**src/rtl/bcd_disp_mux.sv**
```systemverilog
// Four-digit common-anode 7-segment scan driver fed by the binary-to-BCD converter.
// Latches BCD digits on load; blank_lz and dp_in are applied live at scan time.
module bcd_disp_mux #(
    parameter int N         = 18,
    parameter int BLANK_CYC = 16
) (
    input  logic       clk,
    input  logic       reset,
    input  logic       load,
    input  logic [3:0] bcd3,
    input  logic [3:0] bcd2,
    input  logic [3:0] bcd1,
    input  logic [3:0] bcd0,
    input  logic       blank_lz,
    input  logic [3:0] dp_in,
    output logic [3:0] an,
    output logic [7:0] sseg,
    output logic       valid
);

    localparam logic [N-3:0] BLANK_W = (N-2)'(BLANK_CYC);

    logic [N-1:0] cnt;
    logic [3:0]   dig [4];

    logic [1:0]   sel;
    logic [N-3:0] slot_pos;
    logic [3:0]   val;
    logic [3:0]   lz;
    logic [6:0]   seg;
    logic [3:0]   an_next;
    logic [7:0]   sseg_next;

    always_comb begin
        sel      = cnt[N-1:N-2];
        slot_pos = cnt[N-3:0];
        val      = dig[sel];

        // lz[i]: digit i and every more significant digit are zero
        lz[3] = (dig[3] == 4'd0);
        lz[2] = lz[3] && (dig[2] == 4'd0);
        lz[1] = lz[2] && (dig[1] == 4'd0);
        lz[0] = 1'b0;

        case (val)
            4'h0:    seg = 7'h40;
            4'h1:    seg = 7'h79;
            4'h2:    seg = 7'h24;
            4'h3:    seg = 7'h30;
            4'h4:    seg = 7'h19;
            4'h5:    seg = 7'h12;
            4'h6:    seg = 7'h02;
            4'h7:    seg = 7'h78;
            4'h8:    seg = 7'h00;
            4'h9:    seg = 7'h10;
            4'hA:    seg = 7'h08;
            4'hB:    seg = 7'h03;
            4'hC:    seg = 7'h46;
            4'hD:    seg = 7'h21;
            4'hE:    seg = 7'h06;
            default: seg = 7'h0E;
        endcase

        if (!valid) begin
            seg = 7'h3F;
        end else if (blank_lz && lz[sel]) begin
            seg = 7'h7F;
        end

        if (slot_pos < BLANK_W) begin
            an_next   = 4'hF;
            sseg_next = 8'hFF;
        end else begin
            an_next   = ~(4'b0001 << sel);
            sseg_next = {~dp_in[sel], seg};
        end
    end

    always_ff @(posedge clk) begin
        if (reset) begin
            cnt    <= '0;
            dig[3] <= '0;
            dig[2] <= '0;
            dig[1] <= '0;
            dig[0] <= '0;
            valid  <= 1'b0;
            an     <= '1;
            sseg   <= '1;
        end else begin
            cnt <= cnt + 1'b1;
            if (load) begin
                dig[3] <= bcd3;
                dig[2] <= bcd2;
                dig[1] <= bcd1;
                dig[0] <= bcd0;
                valid  <= 1'b1;
            end
            an   <= an_next;
            sseg <= sseg_next;
        end
    end

endmodule
```
**config.mk**
```make
export PLATFORM = sky130hd
export DESIGN_NAME = bcd_disp_mux
export DESIGN_NICKNAME = d
export VERILOG_FILES = /design/src/rtl/bcd_disp_mux.sv
export SDC_FILE = /design/constraint.sdc
export NUM_CORES = 1
export LEC_CHECK = 0
export BUFFER_PORTS_ARGS = -buffer_cell sky130_fd_sc_hd__buf_4
export CAP_MARGIN = 20
export CORE_MARGIN = 8
export CORE_UTILIZATION = 50
export DETAILED_ROUTE_END_ITERATION = 6
export HOLD_SLACK_MARGIN = 0.1
export PLACE_DENSITY = 0.72
export SYNTH_ARGS = -nofsm -noshare
export SYNTH_HDL_FRONTEND = slang
export SYNTH_SLANG_ARGS = --single-unit
```
**constraint.sdc**
```tcl
create_clock -name clk -period 2.8 [get_ports clk]
set_clock_uncertainty 0.1 [all_clocks]
set_input_delay 0 -clock clk [delete_from_list [all_inputs] [get_ports clk]]
set_output_delay 0 -clock clk [all_outputs]
set_load 0.005 [all_outputs]
```
# Word-level counts from Yosys, hierarchy flattened
# Memories as Yosys holds them, arrays and structs flattened. A register that Yosys moved wholly into a read port is not among the register bits.
# Cells that the tools add are included.
# word_totals
input_bits	24
rom_bits	112
ff_bits	31
ram_bits	16
wordCells	42
out_inout_bits	13
latchBits	0
memories	2
# memory_table
memory	depth	width	rd	rd_clocked_by_memory_dff	wr	line	rtl
(no name shown)	16	7	1	0	0	45	case (val)
dig	4	4	4	1	4	24	logic [3:0] dig [4];
# classes
n_reduce_logical	8
n_mux	16
shifts	1
bitwise_logic	7
multipliers	0
div	0
n_eq_ne	0
n_lt_le_gt_ge	2
n_addsub	1
# ops
cell	count
$add A18 B1 Y18 const B	1
$lt A16 B5 Y1 const B	1
$mux W4	4
$mux W7	2
$logic_not A4 Y1	3
$mux W1	7
$bmux W1 S2	2
$not A4 Y4	1
$or A1 B1 Y1	4
$reduce_or A4 Y1	1
$shl A1 B2 Y4 const A	1
$logic_and A1 B1 Y1	3
$lt A2 B3 Y1 const B	1
$mux W2	1
$not A1 Y1	2
$reduce_or A2 Y1	1

# Longest topological paths before layout
# An unclocked memory read counts as a cell.
# depth
ltp_word	9
mapped_depth	7
depth_no_buf	6

# Worst setup path before layout
# No wires, ideal clock.
# synth_timing
kind	register to register
from	register cnt[16]
to	register sseg[0]
setup_time_ns	0.082
period_less_slack_ns	2.056
path_stages_with_launch	8
required_time_ns	2.618
arrival_time_ns	1.874
n_path_buf	1
slack_ns	0.744
path_cell_list	dfxtp_1 -> buf_6 -> mux4_2 -> inv_1 -> ha_1 -> inv_1 -> o221a_2 -> o2111ai_1
# synth_between
elab_chain_cells	4
# synth_lines
item	line	rtl
start: declaration	23	logic [N-1:0] cnt;
start signal: assignment	90	cnt <= cnt + 1'b1;
$bmux W1 S2	66	end else if (blank_lz && lz[sel]) begin
$mux W1 (implied by the code)	66	
$logic_and A1 B1 Y1	66	
$reduce_or A4 Y1 (no source line)	--	
end signal: assignment	99	sseg <= sseg_next;
end: declaration	17	output logic [7:0] sseg,
# No other way between the ends. The select of a mux whose other input is x is not followed.
# A chain may end at the register's enable or synchronous reset.

# Final worst setup path
# Ends and elaborated chain as after synthesis.

==> out/results.txt <==
Initial antenna violation count - 0
Final core utilization - 0.664
Starting DRT DRC Count - 162
Setup repair after global routing missed its margin - no
Origin of the critical flop-to-flop path - cnt[16]
Pin slew with the least headroom to its limit - 0.817 ns
Relative contribution of combinational cells to total power - 0.111
Syn-to-layout area delta - 28.6%
Floorplan die area - 6900 sq um
Pin count of the biggest net entering global routing - 23
Row count - 24
Post-Place Cell Area - 2560 sq um
Via count of the first global-routing pass - 1,785
Fraction of registers with async set/reset - 0
Shortest clock period the worst path allows after layout - 2.04 ns
Power density over the cells - 479 nW/um^2
Clk slew on worst S/H paths - 0.08 ns
Arrival time of data at the critical path endpoint - 2.16 ns
Number of setup violations in the final report - 0
Number of nets produced by synthesis - 251
Global routing usage summed across all routing layers - 0.137
Crit Reg-Reg Endpoint - sseg[0]
Core Region - 4350 sq um
Relative max-transition margin - 0.455
Top cells by area in the synthesized netlist - sky130_fd_sc_hd__dfxtp_1 28%, sky130_fd_sc_hd__edfxtp_1 21%, sky130_fd_sc_hd__and2_1 4.7%, sky130_fd_sc_hd__mux4_2 4.0%, sky130_fd_sc_hd__ha_1 3.9%
Number of cells produced by synthesis - 220
Tot Pwr - 1.39 mW
Required time of the critical path - 2.91 ns
Timing-limited maximum frequency - 0.489 GHz
Crit Path Class - reg -> reg
Buffer depth of the longest clock path - 2
Post-DRT Antenna Nets - 0
Detailed-routing iteration count for the pre-antenna-repair pass - 5
Remaining DRCs - 0
Post-detailed-route via-to-cell ratio - 5.31
Worst-Skew Late Latency - 0.30 ns
Starting density of the core - 0.516
Run status - finished, final reports clean
Total of flip-flops plus latches after synthesis - 47
Synth area leader - sky130_fd_sc_hd__dfxtp_1
Worst Hold Class - reg -> reg
Place WS - 0.800 ns
Global-route wire length before repair - 8.06 mm
Vias post-DR - 1,775
Die Y-Extent - 83.1 um
Internal portion of total power - 1.08 mW
Global route overflow - 0
Post-synth design cell area - 2250 sq um
CTS Buf Count - 5
Number of buffers inserted by port buffering - 36
Synthesis Warnings - 0
Syn Area/Cell - 10.2 sq um
Total number of nets in the final design - 312
Global placement routability congestion - 0.852
Number of distinct library cells after synthesis - 40
Net Sw Frac - 0.221
# resized after CTS - 0
Share of layout cells above drive strength 1 - 0.199
Routed wire length per instance - 13.9 um
Clock network fraction of total power - 0.346
Worst-case hold path end point - cnt[0]
Number of synthesized flops with an enable pin - 16
ANT cells - 0
Reported leakage power - 1.10 nW
Share of the clock period used by the worst path after layout - 0.730
Dominant cell by count in the synthesized netlist - sky130_fd_sc_hd__dfxtp_1
Worst setup SP type - flip-flop
DP Wirelength - 3.29 mm
Net switching power figure - 0.307 mW
Seq/Total Area, Yosys - 0.490
Fill cell count - 362
CTS tree - yes
Fin. max-slew vios - 0
Final hold violation count - 0
Total length of routed wires - 4.63 mm
Worst Reg2Reg Path Length in Cells - 6
Critical path fanouts, max - 6
Total of max-cap violations - 0
Prevailing post-synth register cell - sky130_fd_sc_hd__dfxtp_1
Setup_tns - 0 ns
Worst setup margin - 0.756 ns
Top Ports - 37
Critical Path End Type - flip-flop
Worst hold path cell count - 1
CTS H-Tree Depth - 2
Flop-to-flop setup slack - 0.76 ns
Worst IR Drop VDD - 0.000286 V
Sequential Power Share - 0.543
Leading post-synthesis cells by instance count - 31 x sky130_fd_sc_hd__dfxtp_1, 18 x sky130_fd_sc_hd__nand2_1, 18 x sky130_fd_sc_hd__nor2_1, 17 x sky130_fd_sc_hd__and2_1, 16 x sky130_fd_sc_hd__edfxtp_1
Clock tree root driver cell - sky130_fd_sc_hd__clkbuf_8
Sinks on the clock net - 47
Start point of the worst min-delay path - cnt[0]
Post-route cell area - 2890 sq um
X dimension of the die - 83.1 um
Synth top area share - 0.276
## per-layer routing
metal / share of wire / vias up / GRT usage
met5: 0 / - / 0
met2: 0.45 / 56 / 0.214
met4: 0.017 / 0 / 0.0639
li1: - / 894 / -
met3: 0.052 / 6 / 0.0420
met1: 0.48 / 819 / 0.168
## critical path: stages (launching register included)
cell                        delay [ns]
sky130_fd_sc_hd__dfxtp_1          0.40
sky130_fd_sc_hd__mux4_2           0.60
sky130_fd_sc_hd__inv_1            0.14
sky130_fd_sc_hd__ha_1             0.24
sky130_fd_sc_hd__inv_1            0.08
sky130_fd_sc_hd__o221a_2          0.22
sky130_fd_sc_hd__o2111ai_1        0.17
## worst max-delay path by stage
stage,endpoint,depth (start not counted),from
final,sseg[0],6,cnt[16]
after floorplan,sseg[0],7,cnt[16]
after global routing,sseg[0],6,cnt[16]
after global placement,sseg[0],6,cnt[16]
after CTS,sseg[0],6,cnt[16]
after detailed placement,sseg[0],6,cnt[16]
## power groups by stage
stage | Sequential [mW] | Combinational [mW] | Clock, mW
after floorplan | 0.760 | 0.0878 | 0
after global placement | 0.767 | 0.125 | 0
after detailed placement | 0.768 | 0.127 | 0
after CTS | 0.752 | 0.153 | 0.490
after global routing | 0.756 | 0.172 | 0.517
final | 0.752 | 0.155 | 0.479
## final cells by class
type                            instances  area, sq um  area share
Sequential cell                        47         1100       0.381
Multi-Input combinational cell        158         1070       0.372
Timing Repair Buffer                   61          513       0.177
Clock buffer                            5         68.8      0.0238
Tap cell                               52         65.1      0.0225
Clock inverter                          3         38.8      0.0134
Inverter                                8         30.0      0.0104
## stage by stage
| step | instances | hold slack (ns) |
|---|---|---|
| after floorplan | 220 | 0.0158 |
| after global placement | 304 | 0.129 |
| after detailed placement | 304 | 0.138 |
| after CTS | 334 | 0.373 |
| after global routing | 334 | 0.406 |
| final | 334 | 0.364 |
## state kept, by name, summed over array words and instances, names as in the netlist
signal	flops
cnt	18
dig	16
valid	1
an	4
sseg	8
## layout by cell type (no fill, tap or decap), types with 2 or more instances in the layout
| master | n |
|---|---|
| sky130_fd_sc_hd__edfxtp_1 | 16 |
| sky130_fd_sc_hd__dfxtp_1 | 31 |
| sky130_fd_sc_hd__buf_4 | 39 |
| sky130_fd_sc_hd__nor2b_1 | 4 |
| sky130_fd_sc_hd__ha_1 | 7 |
| sky130_fd_sc_hd__nor3_1 | 2 |
| sky130_fd_sc_hd__nand3_1 | 14 |
| sky130_fd_sc_hd__nor3b_1 | 2 |
| sky130_fd_sc_hd__o21ai_0 | 6 |
| sky130_fd_sc_hd__o2111ai_1 | 2 |
| sky130_fd_sc_hd__xor2_1 | 9 |
| sky130_fd_sc_hd__and2_1 | 17 |
| sky130_fd_sc_hd__clkbuf_8 | 5 |
| sky130_fd_sc_hd__nand3b_1 | 3 |
| sky130_fd_sc_hd__mux2i_1 | 5 |
| sky130_fd_sc_hd__nand2b_1 | 3 |
| sky130_fd_sc_hd__nand2_1 | 18 |
| sky130_fd_sc_hd__nor2_1 | 18 |
| sky130_fd_sc_hd__or3_1 | 2 |
| sky130_fd_sc_hd__inv_1 | 7 |
| sky130_fd_sc_hd__dlygate4sd3_1 | 22 |
| sky130_fd_sc_hd__nor4_1 | 6 |
| sky130_fd_sc_hd__and3_1 | 3 |
| sky130_fd_sc_hd__nand4_1 | 3 |
| sky130_fd_sc_hd__xnor2_1 | 7 |
| sky130_fd_sc_hd__mux4_2 | 4 |
| sky130_fd_sc_hd__o211ai_1 | 6 |
| sky130_fd_sc_hd__a21oi_1 | 7 |
## timing repair
item                                   in CTS  in global routing
hold buffers                               22                  0
endpoints found under the hold margin      37                  0
buffers inserted                            0                  0
## logic make-up after synthesis
family                   count (synthesis)  synth area share
flip-flops                              47             0.490
adder cells (fa/ha/maj)                  7            0.0390
AND/OR/NAND/NOR                         99             0.235
buffers and inverters                   15            0.0323
XOR/XNOR                                16            0.0623
multiplexers                            10            0.0673
AO/OA/AOI/OAI                           26            0.0740
(Power assumes the default switching activity.)
